[src/rtl/alu_control_pipe.sv]
// alu_control_pipe
// Decodes a MIPS-style opcode/function pair into an ALU control word and
// hands it downstream through a single registered valid/ready stage.
// Multiply and divide optionally occupy the stage for MULT_LAT / DIV_LAT
// cycles, during which no new instruction is accepted.
//
// Optional feature: define ALU_CTRL_MULDIV_EN to decode MULT/MULTU/DIV/DIVU
// and enable the multi-cycle BUSY state. Without it those four function
// codes decode as illegal NOPs and o_busy is constant 0.
//
// Ports:
//   i_clk, i_rst      clock, asynchronous active-high reset
//   i_valid / o_ready instruction handshake (upstream side)
//   i_op, i_func      opcode and R-type function field
//   o_valid / i_ready decode handshake (downstream side)
//   o_aluControl      ALU operation code (zero-extended to CTRL_W)
//   o_unsigned        unsigned / no-overflow-trap variant
//   o_illegal         unrecognised op/func (decoded as NOP)
//   o_busy            multi-cycle op in progress
module alu_control_pipe #(
    parameter int CTRL_W   = 4,
    parameter int MULT_LAT = 4,
    parameter int DIV_LAT  = 32
) (
    input  logic              i_clk,
    input  logic              i_rst,
    input  logic              i_valid,
    output logic              o_ready,
    input  logic [5:0]        i_op,
    input  logic [5:0]        i_func,
    output logic              o_valid,
    input  logic              i_ready,
    output logic [CTRL_W-1:0] o_aluControl,
    output logic              o_unsigned,
    output logic              o_illegal,
    output logic              o_busy
);

    if (CTRL_W < 4 || MULT_LAT < 1 || DIV_LAT < 1) begin : g_bad_params
        $error("alu_control_pipe: CTRL_W must be >= 4 and latencies >= 1");
    end

    typedef enum logic [3:0] {
        ALU_AND  = 4'b0000,
        ALU_OR   = 4'b0001,
        ALU_ADD  = 4'b0010,
        ALU_XOR  = 4'b0011,
        ALU_SUB  = 4'b0110,
        ALU_SLT  = 4'b0111,
        ALU_SLTU = 4'b1000,
        ALU_SLL  = 4'b1001,
        ALU_SRL  = 4'b1010,
        ALU_SRA  = 4'b1011,
        ALU_NOR  = 4'b1100,
        ALU_MULT = 4'b1101,
        ALU_DIV  = 4'b1110,
        ALU_NOP  = 4'b1111
    } alu_code_e;

`ifdef ALU_CTRL_MULDIV_EN
    typedef enum logic [1:0] {S_IDLE, S_HOLD, S_BUSY} state_e;
    localparam int MAX_LAT = (MULT_LAT > DIV_LAT) ? MULT_LAT : DIV_LAT;
    localparam int CNT_W   = $clog2(MAX_LAT + 1);
`else
    typedef enum logic {S_IDLE, S_HOLD} state_e;
`endif

    alu_code_e         w_code;
    logic              w_uns;
    logic              w_ill;
    logic              w_accept;
    state_e            r_state;
    logic              r_valid;
    logic [CTRL_W-1:0] r_ctrl;
    logic              r_uns;
    logic              r_ill;
`ifdef ALU_CTRL_MULDIV_EN
    logic              w_muldiv;
    logic              w_div;
    logic [CNT_W-1:0]  w_lat_m1;
    logic              r_busy;
    logic [CNT_W-1:0]  r_cnt;
`endif

    always_comb begin
        w_code = ALU_NOP;
        w_uns  = 1'b0;
        w_ill  = 1'b0;
`ifdef ALU_CTRL_MULDIV_EN
        w_muldiv = 1'b0;
        w_div    = 1'b0;
`endif
        case (i_op)
            6'b000000: begin
                case (i_func)
                    6'b100000: w_code = ALU_ADD;
                    6'b100001: begin w_code = ALU_ADD; w_uns = 1'b1; end
                    6'b100010: w_code = ALU_SUB;
                    6'b100011: begin w_code = ALU_SUB; w_uns = 1'b1; end
                    6'b100100: w_code = ALU_AND;
                    6'b100101: w_code = ALU_OR;
                    6'b100110: w_code = ALU_XOR;
                    6'b100111: w_code = ALU_NOR;
                    6'b101010: w_code = ALU_SLT;
                    6'b101011: w_code = ALU_SLTU;
                    6'b000000: w_code = ALU_SLL;
                    6'b000010: w_code = ALU_SRL;
                    6'b000011: w_code = ALU_SRA;
`ifdef ALU_CTRL_MULDIV_EN
                    6'b011000: begin w_code = ALU_MULT; w_muldiv = 1'b1; end
                    6'b011001: begin w_code = ALU_MULT; w_muldiv = 1'b1; w_uns = 1'b1; end
                    6'b011010: begin w_code = ALU_DIV; w_muldiv = 1'b1; w_div = 1'b1; end
                    6'b011011: begin w_code = ALU_DIV; w_muldiv = 1'b1; w_div = 1'b1; w_uns = 1'b1; end
`endif
                    default:   w_ill = 1'b1;
                endcase
            end
            6'b001000: w_code = ALU_ADD;
            6'b001001: begin w_code = ALU_ADD; w_uns = 1'b1; end
            6'b100011: w_code = ALU_ADD;
            6'b101011: w_code = ALU_ADD;
            6'b000100: w_code = ALU_SUB;
            6'b000101: w_code = ALU_SUB;
            6'b001100: w_code = ALU_AND;
            6'b001101: w_code = ALU_OR;
            6'b001110: w_code = ALU_XOR;
            6'b001010: w_code = ALU_SLT;
            6'b001011: w_code = ALU_SLTU;
            6'b000010: w_code = ALU_NOP;
            default:   w_ill = 1'b1;
        endcase
    end

`ifdef ALU_CTRL_MULDIV_EN
    assign w_lat_m1 = w_div ? CNT_W'(DIV_LAT - 1) : CNT_W'(MULT_LAT - 1);
    assign o_busy   = r_busy;
`else
    assign o_busy   = 1'b0;
`endif

    assign o_ready      = !o_busy && (!r_valid || i_ready);
    assign w_accept     = i_valid && o_ready;
    assign o_valid      = r_valid;
    assign o_aluControl = r_ctrl;
    assign o_unsigned   = r_uns;
    assign o_illegal    = r_ill;

    always_ff @(posedge i_clk or posedge i_rst) begin
        if (i_rst) begin
            r_state <= S_IDLE;
            r_valid <= 1'b0;
            r_ctrl  <= '1;
            r_uns   <= 1'b0;
            r_ill   <= 1'b0;
`ifdef ALU_CTRL_MULDIV_EN
            r_busy  <= 1'b0;
            r_cnt   <= '0;
`endif
        end else begin
            case (r_state)
`ifdef ALU_CTRL_MULDIV_EN
                S_BUSY: begin
                    // Counter was loaded with LAT-1 on accept; the edge that
                    // takes it to zero is the one that presents the result.
                    r_cnt <= r_cnt - CNT_W'(1);
                    if (r_cnt == CNT_W'(1)) begin
                        r_state <= S_HOLD;
                        r_busy  <= 1'b0;
                        r_valid <= 1'b1;
                    end
                end
`endif
                default: begin
                    if (w_accept) begin
                        r_ctrl <= CTRL_W'(w_code);
                        r_uns  <= w_uns;
                        r_ill  <= w_ill;
`ifdef ALU_CTRL_MULDIV_EN
                        if (w_muldiv && (w_lat_m1 != '0)) begin
                            r_cnt   <= w_lat_m1;
                            r_state <= S_BUSY;
                            r_busy  <= 1'b1;
                            r_valid <= 1'b0;
                        end else begin
                            r_state <= S_HOLD;
                            r_valid <= 1'b1;
                        end
`else
                        r_state <= S_HOLD;
                        r_valid <= 1'b1;
`endif
                    end else if (i_ready) begin
                        r_state <= S_IDLE;
                        r_valid <= 1'b0;
                    end
                end
            endcase
        end
    end

endmodule

[config.mk]
export PLATFORM = sky130hd
export DESIGN_NAME = alu_control_pipe
export DESIGN_NICKNAME = d
export VERILOG_FILES = /design/src/rtl/alu_control_pipe.sv
export SDC_FILE = /design/constraint.sdc
export NUM_CORES = 1
export LEC_CHECK = 0
export ABC_CLOCK_PERIOD_IN_PS = 1300
export CAP_MARGIN = 20
export CORE_UTILIZATION = 41
export CTS_CLUSTER_DIAMETER = 120
export DETAILED_ROUTE_END_ITERATION = 10
export GPL_ROUTABILITY_DRIVEN = 0
export GPL_TIMING_DRIVEN = 0
export PLACE_DENSITY = 0.75
export SLEW_MARGIN = 40
export SYNTH_ARGS = -nofsm -noshare
export SYNTH_HDL_FRONTEND = slang
export SYNTH_SLANG_ARGS = --single-unit
[constraint.sdc]
create_clock -name i_clk -period 1.3 [get_ports i_clk]
set_input_delay 0.13 -clock i_clk [delete_from_list [all_inputs] [get_ports i_clk]]
set_output_delay 0.13 -clock i_clk [all_outputs]
set_load 0.02 [all_outputs]
==> results.cfg <==
[run_status]
status = complete, no violations

[power]
sw_frac_of_total = 0.3389
power.density_nw_per_um2 = 693.2
p_clk_frac = 0.245
p_total_uw = 797.1
combPwrFrac = 0.422
p_seq_frac = 0.334
p_switching_uw = 270.1
power_leakage_nw = 0.4912
worst_ir_drop_vdd_v = 0.0003232
p_int_uw = 527.0

[cts]
insertion_delay_ns = 0.25
path_clk_slew_ns = 0.05
clockBufferDepth = 2
cts-buffers-inserted = 3
clkSinkCount = 7
tritoncts = done
cts.htree.levels = 1
clockRootBuffer = clkbuf_4

[timing]
min_period_over_period = 0.9462
fin_skew_ns = 0.0009920
hold_viol = 0
rsz0062_at_grt = true
fin_crit_ns = 1.230
setup_viol = 0
maxSlewViolCount = 0
whs_ns = 0.1137
timing.fmax_mhz = 813.0

[finish]
nets = 154
layout-drive-gt1-share = 0.3358
multi_input_area_um2 = 544.3
diodes = 0
ff_latch_area_um2 = 181.4
fill_cells = 154
syn_to_final_growth_pct = 48.71

[grt]
overflow = 0
antenna_found_initial = 0
grtUsageTotal = 0.2061
grt_pass1_wl_mm = 3.174
grt_max_degree = 11
grt_pass1_vias = 788

[routing]
drc = 0
firstDrtPassIters = 4
drt_wl_total_mm = 2.000
met1_length_um = 837
vias_per_cell = 5.315
wl_met2_mm = 1.047
ant_nets = 0
routedWlPerCell_um = 12.35
highest_layer = met4
num_vias = 861
drt_iter0_markers = 16
wl_met3_um = 99

[synth]
synthTopCellsByArea = dfstp_2, dfrtp_1, a21oi_1, buf_4, nor2_1
synthesis.nets = 120
synth.distinct_cells = 40
synth_warnings = 0
syn_area_um2 = 773.2
synth-seq-cells = 7
yosysSeqAreaShare = 0.2330
syn_inst = 104
synth_top_area_cell = dfstp_2
syn_avg_cell_area_um2 = 7.435
synth_top_area_frac = 0.1359

[worst_setup_path]
critPathKind = reg2out
r2r_cells = 4
crit_path_cell_trace = dlygate4sd2_1
critPathMaxStageDelay_ns = 0.53
worst_setup_path_end_kind = output pin
critPathMaxFanout = 2
cp_top_family = flip-flops
cp_slowest_cell = dfstp_2
cp_num_buf_inv = 1
cp.required_ns = 1.17
cp.depth = 1
cp-start-kind = register
worstPathArrival_ns = 1.10

[die]
dieWidth_um = 45.43
initial_core_util = 0.4430
die_h_um = 45.43
coreArea_um2 = 1745
rows = 15
die_area_um2 = 2063
io_pins = 25

[job]
maxCapViolations = 0

[place]
port_buffers = 19
place_hpwl_mm = 1.339

[worst_hold_path]
worstHoldPathType = in2async
## registers in the layout (all words and copies together), names as in the netlist
signal,flops
o_aluControl,4
o_illegal,1
o_unsigned,1
o_valid,1
## metal layers
metal | GRT usage | vias up
li1 | - | 435
met1 | 0.2263 | 392
met2 | 0.4057 | 32
met3 | 0.03175 | 2
met4 | 0.04242 | 0
met5 | 0 | -
## area by class of cell
type                    instances  share of cell area
multi-input cells              80              0.4733
repair buffers                 30              0.2209
flip-flops and latches          7              0.1578
plain buffers                  11             0.08161
well taps                      25             0.02720
clock buffers                   4             0.02285
inverters                       5             0.01632
## cells in the final DEF, fill, tap and decap left out, types with 2 or more instances in the layout
cell,count
nor3_1,4
clkbuf_4,3
clkdlybuf4s50_1,5
nand3_1,5
a31oi_1,2
dfstp_2,4
nand2b_1,3
a221oi_2,2
buf_6,5
nor2_1,10
nand2_2,2
dfrtp_1,2
buf_2,5
a21oi_1,11
o21ai_0,5
dlygate4sd2_1,13
buf_4,12
nor3_2,3
o2bb2ai_1,2
nand2_1,8
inv_1,5
o21ai_1,2
## path summary, 6_finish.rpt
| check | startpoint | slack [ns] | endpoint |
|---|---|---|---|
| max | o_aluControl[3] | 0.07 | o_aluControl[3] |
| min | i_rst | 0.11 | o_unsigned |
| max reg2reg | o_valid | 0.10 | o_aluControl[1] |
| min reg2reg | o_unsigned | 0.49 | o_unsigned |
| max in group asynchronous | i_rst | 0.92 | o_aluControl[3] |
| min in group i_clk | i_op[2] | 0.28 | o_aluControl[3] |
## Yosys cell counts, drive strengths merged
master,number
a211oi,1
a21oi,11
a221oi,2
a2bb2oi,1
a311oi,1
a31oi,2
a32o,1
and2,1
and2b,1
buf,12
conb,1
dfrtp,3
dfstp,4
inv,5
mux2i,1
nand2,10
nand2b,4
nand3,5
nand4b,1
nor2,10
nor2b,1
nor3,8
nor3b,1
o2111ai,1
o21a,1
o21ai,8
o22ai,1
o2bb2ai,2
o31ai,2
o32a,1
xnor2,1
## power groups by stage
stage	clock, mW	sequential (mW)	combinational [mW]
2_1_floorplan	0	0.302	0.171
3_3_place_gp	0	0.270	0.315
3_5_place_dp	0	0.271	0.320
4_1_cts	0.206	0.266	0.325
5_1_grt	0.218	0.270	0.366
6_report	0.195	0.266	0.336
## stage by stage
stage / util / cell area, µm² / cells / TNS [ns] / worst slack [ns]
floorplan: - / 794.5 / 104 / -0.002208 / -0.002208
global placement: 0.5821 / 1016 / 148 / -1.758 / -0.3619
detailed placement: 0.5821 / 1016 / 148 / -1.854 / -0.3803
CTS: 0.6409 / 1119 / 159 / 0 / 0.01737
global route: 0.6588 / 1150 / 162 / -0.009121 / -0.009121
finish: 0.6588 / 1150 / 162 / 0 / 0.06997
## logic make-up after synthesis
kind of cell,count (synthesis),synth area share
and+or+nand+nor,42,0.2945
AOI/OAI and AO/OA,35,0.3107
buffers and inverters,17,0.1327
DFF,7,0.2330
xor gates and xnor gates,1,0.01133
muxes,1,0.01295
other,1,0.004850
## what timing repair did
| item | CTS | global route |
|---|---|---|
| pin swaps | 5 | 3 |
| gates cloned | 2 | 0 |
| resized for setup | 24 | 2 |
| hold buffers | 0 | 0 |
| setup endpoints to repair | 11 | 4 |
| setup buffers | 6 | 3 |
Note: power is estimated with default switching activity, not from simulation.
